<file path="src/rtl/fifo_arb_pkg.sv">
// Shared types and helpers for the FIFO write-side arbiter.
// Optional feature macro: FIFO_ARB_BURST_EN (burst locking up to MAX_BURST beats).
package fifo_arb_pkg;

  // Arbiter FSM states
  typedef enum logic [0:0] {
    ARB_IDLE  = 1'b0,
    ARB_GRANT = 1'b1
  } arb_state_t;

  // Bits needed to hold values 0..n-1, never less than one bit
  function automatic int unsigned idx_width(input int unsigned n);
    return (n <= 2) ? 1 : $clog2(n);
  endfunction

endpackage

</file>
<file path="src/rtl/fifo_wr_arbiter_rr_pick.sv">
// Stateless round-robin picker: first set request searching upward from last_id+1.
module rr_pick
  import fifo_arb_pkg::*;
#(
  parameter int unsigned NUM_REQ = 4,
  parameter int unsigned IDW     = idx_width(NUM_REQ)
) (
  input  logic [NUM_REQ-1:0] req,
  input  logic [IDW-1:0]     last_id,
  output logic               found,
  output logic [IDW-1:0]     winner
);

  int unsigned w_idx;

  // Walk offsets from farthest to nearest so the nearest set request wins
  always_comb begin
    found  = 1'b0;
    winner = '0;
    w_idx  = 0;
    for (int unsigned k = NUM_REQ; k >= 1; k--) begin
      w_idx = (32'(last_id) + k) % NUM_REQ;
      if (req[IDW'(w_idx)]) begin
        found  = 1'b1;
        winner = IDW'(w_idx);
      end
    end
  end

endmodule

</file>
<file path="src/rtl/fifo_wr_arbiter.sv">
// Round-robin arbiter sharing one sync FIFO write port among NUM_REQ producers.
// Optional macro FIFO_ARB_BURST_EN: hold a grant for up to MAX_BURST beats;
// without it every accepted word releases the grant.
module fifo_wr_arbiter
  import fifo_arb_pkg::*;
#(
  parameter int unsigned NUM_REQ    = 4,
  parameter int unsigned DATA_WIDTH = 8,
  parameter int unsigned MAX_BURST  = 4
) (
  input  logic                            clk,
  input  logic                            rst_n,
  input  logic [NUM_REQ-1:0]              req_valid,
  input  logic [NUM_REQ*DATA_WIDTH-1:0]   req_data,
  output logic [NUM_REQ-1:0]              req_ready,
  input  logic                            fifo_full,
  output logic                            fifo_w_en,
  output logic [DATA_WIDTH-1:0]           fifo_data_in,
  output logic                            grant_valid,
  output logic [idx_width(NUM_REQ)-1:0]   grant_id
);

  localparam int unsigned IDW = idx_width(NUM_REQ);
  localparam logic [0:0] ST_IDLE  = ARB_IDLE;
  localparam logic [0:0] ST_GRANT = ARB_GRANT;

  // Reject configurations the arbiter cannot support
  if (NUM_REQ < 2 || MAX_BURST < 1) begin : g_bad_param
    $error("fifo_wr_arbiter: NUM_REQ must be >= 2 and MAX_BURST >= 1");
  end

  logic [0:0]     r_state, w_nxt_state;
  logic           r_grant_valid, w_nxt_grant_valid;
  logic [IDW-1:0] r_grant_id, w_nxt_grant_id;
  logic [IDW-1:0] r_last_id, w_nxt_last_id;

  logic           w_found;
  logic [IDW-1:0] w_winner;
  logic           w_hold_valid;
  logic           w_beat;
  logic           w_last_beat;

`ifdef FIFO_ARB_BURST_EN
  localparam int unsigned CNTW = idx_width(MAX_BURST + 1);
  logic [CNTW-1:0] r_beat_cnt, w_nxt_beat_cnt;

  // Final beat of a burst closes the grant
  assign w_last_beat = (r_beat_cnt == CNTW'(MAX_BURST - 1));
`else
  // Per-word round-robin: every beat is the last one
  assign w_last_beat = 1'b1;
`endif

  // Next holder candidate
  rr_pick #(
    .NUM_REQ (NUM_REQ),
    .IDW     (IDW)
  ) u_rr_pick (
    .req     (req_valid),
    .last_id (r_last_id),
    .found   (w_found),
    .winner  (w_winner)
  );

  // A beat needs a live grant, a valid holder, FIFO room and no reset this cycle
  assign w_hold_valid = req_valid[r_grant_id];
  assign w_beat       = (r_state == ST_GRANT) & w_hold_valid & ~fifo_full & rst_n;

  // FIFO write port and producer back-pressure
  assign fifo_w_en    = w_beat;
  assign req_ready    = w_beat ? (NUM_REQ'(1) << r_grant_id) : '0;
  assign fifo_data_in = req_data[r_grant_id*DATA_WIDTH +: DATA_WIDTH];
  assign grant_valid  = r_grant_valid;
  assign grant_id     = r_grant_id;

  // Next-state and grant bookkeeping
  always_comb begin
    w_nxt_state       = r_state;
    w_nxt_grant_valid = r_grant_valid;
    w_nxt_grant_id    = r_grant_id;
    w_nxt_last_id     = r_last_id;
`ifdef FIFO_ARB_BURST_EN
    w_nxt_beat_cnt    = r_beat_cnt;
`endif
    case (r_state)
      ST_IDLE: begin
        if (w_found) begin
          w_nxt_state       = ST_GRANT;
          w_nxt_grant_valid = 1'b1;
          w_nxt_grant_id    = w_winner;
          w_nxt_last_id     = w_winner;
`ifdef FIFO_ARB_BURST_EN
          w_nxt_beat_cnt    = '0;
`endif
        end
      end
      ST_GRANT: begin
`ifdef FIFO_ARB_BURST_EN
        if (w_beat) begin
          w_nxt_beat_cnt = r_beat_cnt + CNTW'(1);
        end
`endif
        // Holder withdrew, or its burst is used up
        if (!w_hold_valid || (w_beat && w_last_beat)) begin
          w_nxt_state       = ST_IDLE;
          w_nxt_grant_valid = 1'b0;
        end
      end
      default: begin
        w_nxt_state       = ST_IDLE;
        w_nxt_grant_valid = 1'b0;
      end
    endcase
  end

  // State registers with synchronous active-low reset
  always_ff @(posedge clk) begin
    if (!rst_n) begin
      r_state       <= ST_IDLE;
      r_grant_valid <= 1'b0;
      r_grant_id    <= '0;
      r_last_id     <= IDW'(NUM_REQ - 1);
`ifdef FIFO_ARB_BURST_EN
      r_beat_cnt    <= '0;
`endif
    end else begin
      r_state       <= w_nxt_state;
      r_grant_valid <= w_nxt_grant_valid;
      r_grant_id    <= w_nxt_grant_id;
      r_last_id     <= w_nxt_last_id;
`ifdef FIFO_ARB_BURST_EN
      r_beat_cnt    <= w_nxt_beat_cnt;
`endif
    end
  end

endmodule

</file>
<file path="config.mk">
export PLATFORM = sky130hd
export DESIGN_NAME = fifo_wr_arbiter
export DESIGN_NICKNAME = d
export VERILOG_FILES = /design/src/rtl/fifo_arb_pkg.sv /design/src/rtl/fifo_wr_arbiter_rr_pick.sv /design/src/rtl/fifo_wr_arbiter.sv
export SDC_FILE = /design/constraint.sdc
export NUM_CORES = 1
export LEC_CHECK = 0
export ABC_AREA = 1
export BUFFER_PORTS_ARGS = -buffer_cell sky130_fd_sc_hd__buf_2
export CAP_MARGIN = 20
export CORE_MARGIN = 4
export CORE_UTILIZATION = 42
export CTS_CLUSTER_SIZE = 40
export DETAILED_ROUTE_END_ITERATION = 16
export HOLD_SLACK_MARGIN = 0.08
export PLACE_DENSITY = 0.94
export SETUP_SLACK_MARGIN = 0.4
export SLEW_MARGIN = 40
export SYNTH_ARGS = -nofsm -noshare
export SYNTH_HDL_FRONTEND = slang
export SYNTH_SLANG_ARGS = --single-unit
</file>
<file path="constraint.sdc">
create_clock -name clk -period 2 [get_ports clk]
set_input_delay 0.3 -clock clk [delete_from_list [all_inputs] [get_ports clk]]
set_output_delay 0.3 -clock clk [all_outputs]
set_load 0.005 [all_outputs]
</file>
-- Yosys cells after proc, flatten, opt, wreduce, memory -nomap -nowiden
Cells that the tools add are included.
- reduce and logical (&&, ||, !) cells: 4
- multiplexer cells: 25
- magnitude comparators: 5
- shift operators: 2
- $add $sub $neg: 4
- bitwise gates (word level): 5
- equal/unequal tests: 2
- operators with widths (operator ; number):
    $shiftx A32 B6 Y8 ; 1
    $lt A2 B3 Y1 const B ; 5
    $mux W1 ; 13
    $bmux W1 S2 ; 5
    $mux W2 ; 4
    $add A2 B1 Y2 const B ; 2
    $add A2 B2 Y2 const B ; 2
    $mux W4 ; 1
    $ne A2 B1 Y1 const B ; 2
    $pmux W1 S2 ; 2
    $reduce_and A2 Y1 ; 2
    $shl A1 B2 Y4 const A ; 1
    $and A1 B1 Y1 ; 3
    $not A1 Y1 ; 2
    $logic_not A1 Y1 ; 1
    $logic_or A1 B1 Y1 ; 1
- logic and storage cells: 51
- register bits after elaboration: 6
- output and inout port bits: 16

-- Logic depth before layout (Yosys ltp)
Gate-level depths: netlist of run 1.
- word-level depth: 9
- mapped depth: 12

-- Cells and area by module
From an unflattened synthesis of run 1, not the netlist that was laid out.
- cells, all modules: 140
- area total of the unflattened synthesis: 764.5 sq um
- by module, submodules not included (module ; area each (sq um) ; instances ; cells an instance ; sequential area each (sq um)):
    fifo_wr_arbiter ; 518.0 ; 1 ; 89 ; 120.1
    rr_pick ; 246.5 ; 1 ; 51 ; 0.0

-- Least setup slack after synthesis of run 1
OpenSTA, ideal clock, no wires.
- kind: register -> output
- from: reg r_grant_id[0] (netlist: grant_id[0])
- to: out req_ready[0]
- arrival: 1.189 ns
- path buffers: 1
- setup slack: 0.511 ns
- required time: 1.700 ns
- cell stages (with the launch flop): 7
- cells stage by stage: dfxtp_1 buf_2 nor2_2 a22oi_2 o211ai_2 nand2_2 nor3_1
- word-level cells in the longest chain between the ends: 6
- RTL lines (what ; line ; RTL):
    start, declared ; fifo_wr_arbiter.sv:34 ; logic [IDW-1:0] r_grant_id, w_nxt_grant_id;
    start signal, assigned ; fifo_wr_arbiter.sv:129 ; r_grant_id <= w_nxt_grant_id;
    $bmux W1 S2 ; fifo_wr_arbiter.sv:66 ; assign w_hold_valid = req_valid[r_grant_id];
    $mux W1 (not written as such) ; fifo_wr_arbiter.sv:66 ;
    $and A1 B1 Y1 (3 in series) ; fifo_wr_arbiter.sv:67 ; assign w_beat = (r_state == ST_GRANT) & w_hold_valid & ~fifo_full & rst_n;
    $mux W4 * ; fifo_wr_arbiter.sv:71 ; assign req_ready = w_beat ? (NUM_REQ'(1) << r_grant_id) : '0;
    end, declared ; fifo_wr_arbiter.sv:15 ; output logic [NUM_REQ-1:0] req_ready,
Every way passes the cells marked *; elsewhere a longest branch is shown, timed or not. The select of a mux whose other input is x is not followed.

-- Worst setup path in the final report of run 1
- from: reg r_grant_id[1] (netlist: grant_id[1])
- to: out req_ready[2]
The elaborated chain is that of the path after synthesis.

==> run metrics, run 1 <==
Pleak 0.676 nW; drt wl/cell 12.6 um; R2R Path Start r_last_id[0]; Hold Path Class in2reg; cell count after synthesis 123; clk_skew 0.000448 ns; vias in the first global route 944; Iter 0 DRT Violations 34; Syn Area/Cell 5.72 um^2; Max Slew Vio Count 0; Critical Path Sink Type output port; first-pass GRT wire length 3930 um; initial antenna violation count 0; met1 usage 0.199; Pwr Density 1440 mW/mm^2; Setup Viol. Count Final 0; Yosys warnings 0; Area Overhead vs Synth 60.0%; most common cell after layout, fill and taps aside buf_2; Slew HR 0.716; maxcap violations 0; Post-Route WL 2590 um; met2 Track Usage GR 0.393; met3 Use GR 0.0245; Hold Violations, Final 0; period utilization 0.858; synth unique cells 23; min cycle time layout 1.72 ns; fmax 0.583 GHz; Max FO, Critical Path 5; Hold Path Depth 2; antenna-violating nets left 0; peak supply drop 0.913 mV; Worst Path Required 1.70 ns; Clock Path Buffers 2; CTS tree yes; setup tns final 0 ns; Root Driver clkbuf_4; # diodes 0; Min-Delay Endpoint r_last_id[1]; Die Y 48.9 um; Synth Cell Area 703 um^2; flops & latches, synth 6; largest net degree at the start of global routing 10; PortBufs 54; proportion of layout cells with a drive suffix above 1 0.487; std cell rows 14; post-DP HPWL 1980 um; CP arrival 1.42 ns; drc violations 0; Pre-antenna DRT Iters 4; Skew-Pair Late Insertion Delay 0.23 ns; r2r endpoint r_last_id[0]; DR vias/cell 5.20; Nets 230; internal reg-to-reg setup slack 0.48 ns; total power 0.00162 W; Clk pin slew, worst setup/hold paths 0.04 ns; run status completed; RSZ-0062 raised after global routing yes; syn nets 162; hold path start rst_n; Num Clock Sinks 6; DIE WIDTH 48.9 um; total grt overflow 0; GRT Resource Usage Total 0.194; IO Pins 55; Initial Utilization 0.456; RePlAce Congestion 0.865; r2r worst-path depth 9; most frequent cells in the layout buf_2, nand2_1, inv_1; CP Launch Type register; cts bufs inserted 3; sequential area share after synthesis 0.171; Worst Tran Pin Value 0.425 ns; core area 0.00154 mm^2; htree depth 1; Vias 1066; hold buffers post-CTS 0; CP Class reg2out; die area 0.00239 mm^2; GRT busiest layer met2
-- synthesized netlist by cell type (all sizes together) --
| cell type | count | area, um^2 |
|---|---|---|
| a21oi | 4 | 20.0 |
| a22oi | 12 | 95.1 |
| and2 | 2 | 17.5 |
| buf | 2 | 16.3 |
| clkinv | 1 | 3.75 |
| dfxtp | 6 | 120 |
| inv | 16 | 65.1 |
| nand2 | 54 | 213 |
| nand3 | 7 | 35.0 |
| nand4 | 1 | 6.26 |
| nor2 | 12 | 71.3 |
| nor3 | 2 | 10.0 |
| o211ai | 2 | 20.0 |
| o21ai | 2 | 10.0 |
-- metrics by stage --
stage	area [um^2]	hold WS, ns	util	worst slack, ns	std cells
3_5_place_dp	977	0.503	0.634	0.337	191
2_1_floorplan	703	0.399	-	0.511	123
3_3_place_gp	977	0.467	0.634	0.414	191
6_report	1120	0.288	0.730	0.284	205
4_1_cts	1100	0.286	0.717	0.343	204
5_1_grt	1120	0.281	0.730	0.225	205
-- worst max-delay path: stages, from the launching register on --
cell      delay [ns]
dfxtp_4         0.37
inv_4           0.05
nor2_4          0.12
inv_2           0.06
o211ai_2        0.17
nand2_2         0.13
nor2_2          0.14
buf_2           0.13
-- cell families after synthesis --
logic type / after synthesis / share of synthesized area
AND/OR/NAND/NOR: 78 / 0.502
AO/OA/AOI/OAI: 20 / 0.206
buffers and inverters: 19 / 0.121
flip-flops: 6 / 0.171
-- worst max path at each step --
stage	start	end	depth (start not counted)
after global routing	grant_id[1]	req_ready[0]	7
after floorplan	grant_id[0]	req_ready[0]	6
after global placement	grant_id[1]	req_ready[0]	7
after CTS	grant_id[1]	req_ready[1]	7
after detailed placement	grant_id[1]	req_ready[0]	7
final	grant_id[1]	req_ready[2]	7
-- where the power goes --
part,switching [W],internal (W),total [W]
registers,0.000108,0.000188,0.000296
clock network,0.0000353,0.0000673,0.000103
logic,0.000648,0.000570,0.00122
total,0.000791,0.000825,0.00162
-- what timing repair did --
action                                  4_1_cts  5_1_grt
cloned                                        0        0
buffers inserted                             10        1
gates resized for setup                      11        4
pin swaps                                     4        2
hold endpoints to repair                      0        0
endpoints found under the setup margin       13       13
-- layer usage --
layer | share of wire | routed length, um
met2 | 0.56 | 1440
met4 | 0.0058 | 15
met5 | 0 | 0
met3 | 0.073 | 188
met1 | 0.37 | 948
-- layout make-up --
cell class	instances	area [um^2]
Tap cell	16	20.0
Multi-Input combinational cell	98	520
Timing Repair Buffer	65	360
Fill cell	127	417
Clock buffer	3	22.5
Inverter	17	72.6
Sequential cell	6	129
-- state kept, by name (all words and copies together) (netlist names) --
register     flops
grant_id         2
grant_valid      1
r_last_id        2
r_state          1
Power figures use the tool's default switching activity.
==> run 2, diff against run 1 <==
CORE_MARGIN = unset   (was 4)
REMOVE_ABC_BUFFERS = 1   (was unset)
==> run 2 against run 1 <==
Against the previous run: utilization is 3.7 points higher; combinational power is 13% higher; sequential power grew 2%; clock-buffer cell count is the same; clock skew about the same; worst setup slack lost 0.0075 ns; cell count increased by 0.49%; clock power increased by 5%; worst hold slack is essentially flat; first-iteration DRC count decreased by 15%; largest cell class unchanged.
==> run metrics, run 2 (same netlist as run 1, synthesis figures left out) <==
Hold Violations, Final 0 (unchanged); drc violations 0 (unchanged); Initial Utilization 0.456 (unchanged); Root Driver clkbuf_4; min cycle time layout 1.72 ns (+0.00747 ns); std cell rows 14 (unchanged); R2R Path Start grant_id[1]; internal reg-to-reg setup slack 0.49 ns (about the same); r2r worst-path depth 8 (-1); Pwr Density 1520 mW/mm^2 (+5.4%); first-pass GRT wire length 4170 um (+5.9%); CP Class reg2out; Setup Viol. Count Final 0 (unchanged); antenna-violating nets left 0 (unchanged); DIE WIDTH 42.9 um (-12%); slowest CP cell dfxtp_4; Hold Path Depth 2 (unchanged); # diodes 0 (unchanged); setup tns final 0 ns (unchanged); Num Clock Sinks 6 (unchanged); worst hold margin 0.288 ns (+0.000175 ns); CTS tree yes; dpl ws 0.361 ns (+0.0237 ns); Final Core Density 0.766 (+0.0365); maxcap violations 0 (unchanged); r2r endpoint r_state; core area 0.00154 mm^2 (unchanged); Clock Path Buffers 2 (unchanged); Hold Path Class in2reg; vias in the first global route 1036 (+9.7%); Pre-antenna DRT Iters 4 (unchanged); CP Launch Type register; DR vias/cell 5.39 (+3.7%); htree depth 1 (unchanged); GRT Resource Usage Total 0.294 (+0.0995); worst-path cell chain buf_6, nor2_4, a22oi_2, o211ai_2, nand2_2, nor3_2, buf_2; Clk pin slew, worst setup/hold paths 0.04 ns (about the same); Min-Delay Endpoint r_last_id[1]; Final WS setup 0.276 ns (-0.00747 ns); fmax 0.580 GHz (-0.43%); Area Overhead vs Synth 68.0%; peak supply drop 1.09 mV (+20%); die area 0.00184 mm^2 (-23%); initial antenna violation count 0 (unchanged); Pleak 0.688 nW (+1.8%); Max FO, Critical Path 5 (unchanged); cts bufs inserted 3 (unchanged); Worst Path Required 1.70 ns (about the same); Critical Path Sink Type output port; Vias 1111 (+4.2%); Worst Tran Pin Value 0.231 ns (-0.194 ns); RePlAce Congestion 0.833 (-3.7%); drt wl/cell 13.4 um (+6.2%); period utilization 0.862 (+0.00374); RSZ-0062 raised after global routing yes; proportion of layout cells with a drive suffix above 1 0.521 (+0.0343); most frequent cells in the layout buf_2, nand2_1, inv_1; post-DP HPWL 1780 um (-9.9%); Skew-Pair Late Insertion Delay 0.24 ns (about the same); Nets 231 (+0.43%); largest net degree at the start of global routing 10 (unchanged); CP arrival 1.42 ns (about the same); Iter 0 DRT Violations 29 (-15%); Slew HR 0.845 (+0.129); hold buffers post-CTS 0 (unchanged); IO Pins 55 (unchanged); run status completed; clk_skew 0.000122 ns (-0.000326 ns); Die Y 42.9 um (-12%); total grt overflow 0 (unchanged); most common cell after layout, fill and taps aside buf_2; Slowest Stage Delay on Critical Path 0.36 ns (about the same); Max Slew Vio Count 0 (unchanged); Post-Route WL 2770 um (+6.8%); PortBufs 54 (unchanged); hold path start rst_n
run 2: how the worst max path moves through the flow:
| stage | start | endpoint | slack [ns] | cells past startpoint |
|---|---|---|---|---|
| global placement | grant_id[1] | req_ready[0] | 0.41 | 7 |
| floorplan | grant_id[1] | req_ready[0] | 0.55 | 6 |
| detailed placement | grant_id[0] | req_ready[0] | 0.36 | 6 |
| finish | grant_id[1] | req_ready[0] | 0.28 | 7 |
| CTS | grant_id[1] | req_ready[2] | 0.36 | 7 |
| global route | grant_id[1] | req_ready[0] | 0.22 | 7 |
run 2: power breakdown:
group | switching (W) | internal [W]
sequential | 0.000106 | 0.000195
clock | 0.0000403 | 0.0000676
combinational | 0.000730 | 0.000651
total | 0.000876 | 0.000914
run 2: cell type report:
class	count	area (um^2)
multi-input combinational	98	546
timing repair buffer	66	388
fill	110	360
sequential	6	133
inverter	17	72.6
clock buffer	3	22.5
tap	16	20.0
run 2: critical path, delay by kind of cell (launching register included):
kind	cells	cell delay, ns
DFF	1	0.36
and+or+nand+nor	3	0.38
AOI/OAI and AO/OA	2	0.18
buffers and inverters	2	0.26
run 2: per-stage QoR:
stage	total power, W	cells	cell area (um^2)
floorplan	0.000950	121	687
global placement	0.00122	191	977
detailed placement	0.00126	191	977
CTS	0.00158	204	1130
global route	0.00195	206	1180
finish	0.00179	206	1180
run 2: metal layers:
metal  part of all wire  up-vias  track usage
li1                   -      539            -
met1               0.36      508        0.294
met2               0.55       54        0.561
met3              0.067       10       0.0596
met4              0.025        0        0.144
met5                  0        -            0
run 2: timing repair:
| item | in CTS | in global routing |
|---|---|---|
| buffers inserted | 10 | 2 |
| setup endpoints to repair | 12 | 17 |
| gates resized for setup | 14 | 10 |
| pin swaps | 6 | 4 |
| endpoints found under the hold margin | 0 | 0 |
==> run 3, diff against run 2 <==
RECOVER_POWER = 50   (was unset)
==> run 3 against run 2 <==
Against the previous run: cell count unchanged; utilization down 0.81 points; critical path depth unchanged; clock power about the same; non-clock buffer count unchanged; die area unchanged; sequential power down 4%; global-route usage unchanged; clock-buffer cell count unchanged; sequential share of layout area down 0.52 points; critical path type unchanged; critical endpoint is now req_ready[1]; largest power group unchanged.
==> run metrics, run 3 (same netlist as run 1, synthesis figures left out) <==
run status completed; Max Slew Vio Count 0 (unchanged); DIE WIDTH 42.9 um (unchanged); Root Driver clkbuf_4; Hold Path Depth 2 (unchanged); Worst Tran Pin Value 0.425 ns (+0.194 ns); Die Y 42.9 um (unchanged); hold path start rst_n; PortBufs 54 (unchanged); proportion of layout cells with a drive suffix above 1 0.505 (-0.0158); Pre-antenna DRT Iters 4 (unchanged); Post-Route WL 2760 um (-0.29%); std cell rows 14 (unchanged); slowest CP cell dfxtp_1; CP Class reg2out; CP Launch Type register; Max FO, Critical Path 5 (unchanged); CTS tree yes; GRT Resource Usage Total 0.294 (unchanged); setup tns final 0 ns (unchanged); # fillers 113 (+2.7%); Critical Path Sink Type output port; Area after DPL 977 um^2 (unchanged); RePlAce Congestion 0.833 (unchanged); post-DP HPWL 1780 um (unchanged); Finished Cell Area 0.00117 mm^2 (-1.1%); Area Overhead vs Synth 66.2%; first-pass GRT wire length 4170 um (unchanged); Final Core Density 0.758 (-0.00812); Nets 231 (unchanged); Crit path max-delay family flip-flops; period utilization 0.906 (+0.0445); die area 0.00184 mm^2 (unchanged); Hold Violations, Final 0 (unchanged); vias in the first global route 1036 (unchanged); Vias 1112 (+0.090%); Num Clock Sinks 6 (unchanged); Pwr Density 1510 mW/mm^2 (-0.44%); DR vias/cell 5.40 (about the same); Iter 0 DRT Violations 21 (-28%); Pleak 0.687 nW (-0.17%); maxcap violations 0 (unchanged); drt wl/cell 13.4 um (-0.29%); total grt overflow 0 (unchanged); peak supply drop 1.08 mV (-1.1%); drc violations 0 (unchanged); Hold Path Class in2reg; most common cell after layout, fill and taps aside buf_2; worst hold margin 0.286 ns (-0.00195 ns); total power 0.00176 W (-1.5%); Slowest Stage Delay on Critical Path 0.44 ns (+0.08 ns); Crit path buffers/inverters 2 (unchanged); fmax 0.552 GHz (-4.9%); most frequent cells in the layout buf_2, nand2_1, inv_1; worst-path cell chain buf_6, nor2_4, a22oi_2, o211ai_2, nand2_2, nor2_1, buf_2; Setup Viol. Count Final 0 (unchanged); R2R Path Start grant_id[1]; clk_skew 0.000751 ns (+0.000629 ns); # diodes 0 (unchanged); IO Pins 55 (unchanged); Clock Path Buffers 2 (unchanged); initial antenna violation count 0 (unchanged); r2r worst-path depth 8 (unchanged); internal reg-to-reg setup slack 0.28 ns (-0.21 ns); Initial Utilization 0.456 (unchanged); cts bufs inserted 3 (unchanged); htree depth 1 (unchanged); Skew-Pair Late Insertion Delay 0.24 ns (about the same); CP arrival 1.51 ns (+0.09 ns); r2r endpoint r_state; largest net degree at the start of global routing 10 (unchanged); Worst Path Required 1.70 ns (about the same); antenna-violating nets left 0 (unchanged); Clk pin slew, worst setup/hold paths 0.04 ns (about the same); core area 0.00154 mm^2 (unchanged); min cycle time layout 1.81 ns (+0.0891 ns); hold buffers post-CTS 0 (unchanged); RSZ-0062 raised after global routing yes; Slew HR 0.716 (-0.129); Min-Delay Endpoint r_last_id[1]
run 3: cell count changes in the layout (fill, tap and decap cells not counted):
cell and delta:
dfxtp_1 +2, dfxtp_4 -2, o21ai_0 +2, o21ai_1 -2, a22oi_1 +1, a22oi_2 -1
run 3: metal layers:
layer	global-route usage	vias to the layer above	share of wire
met5	0	-	0
met4	0.144	0	0.025
met3	0.0596	10	0.065
met2	0.561	50	0.55
met1	0.294	513	0.36
li1	-	539	-
run 3: timing repair:
action,CTS,global route
pin swaps,6,4
cloned,0,0
resized for setup,14,10
buffers inserted,10,2
setup endpoints to repair,12,17
run 3: how the worst max path moves through the flow:
stage	to	start	cells past startpoint	slack [ns]
floorplan	req_ready[0]	grant_id[1]	6	0.55
global placement	req_ready[0]	grant_id[1]	7	0.41
detailed placement	req_ready[0]	grant_id[0]	6	0.36
CTS	req_ready[2]	grant_id[1]	7	0.36
global route	req_ready[3]	grant_id[1]	7	0.11
finish	req_ready[1]	grant_id[1]	7	0.19
run 3: layout make-up:
| type | count | area [um^2] | share of cell area |
|---|---|---|---|
| sequential | 6 | 125 | 0.107 |
| clock buffer | 3 | 22.5 | 0.0193 |
| timing repair buffer | 66 | 388 | 0.332 |
| multi-input combinational | 98 | 541 | 0.463 |
| inverter | 17 | 72.6 | 0.0621 |
| tap | 16 | 20.0 | 0.0171 |
run 3: metrics by stage:
stage | instances | setup slack, ns
2_1_floorplan | 121 | 0.547
3_3_place_gp | 191 | 0.411
3_5_place_dp | 191 | 0.361
4_1_cts | 204 | 0.357
5_1_grt | 206 | 0.110
6_report | 206 | 0.187
run 3: power breakdown:
part,switching [W],internal (W),leakage [nW]
registers,0.000106,0.000182,0.0508
clock network,0.0000398,0.0000676,0.0138
logic,0.000723,0.000644,0.622
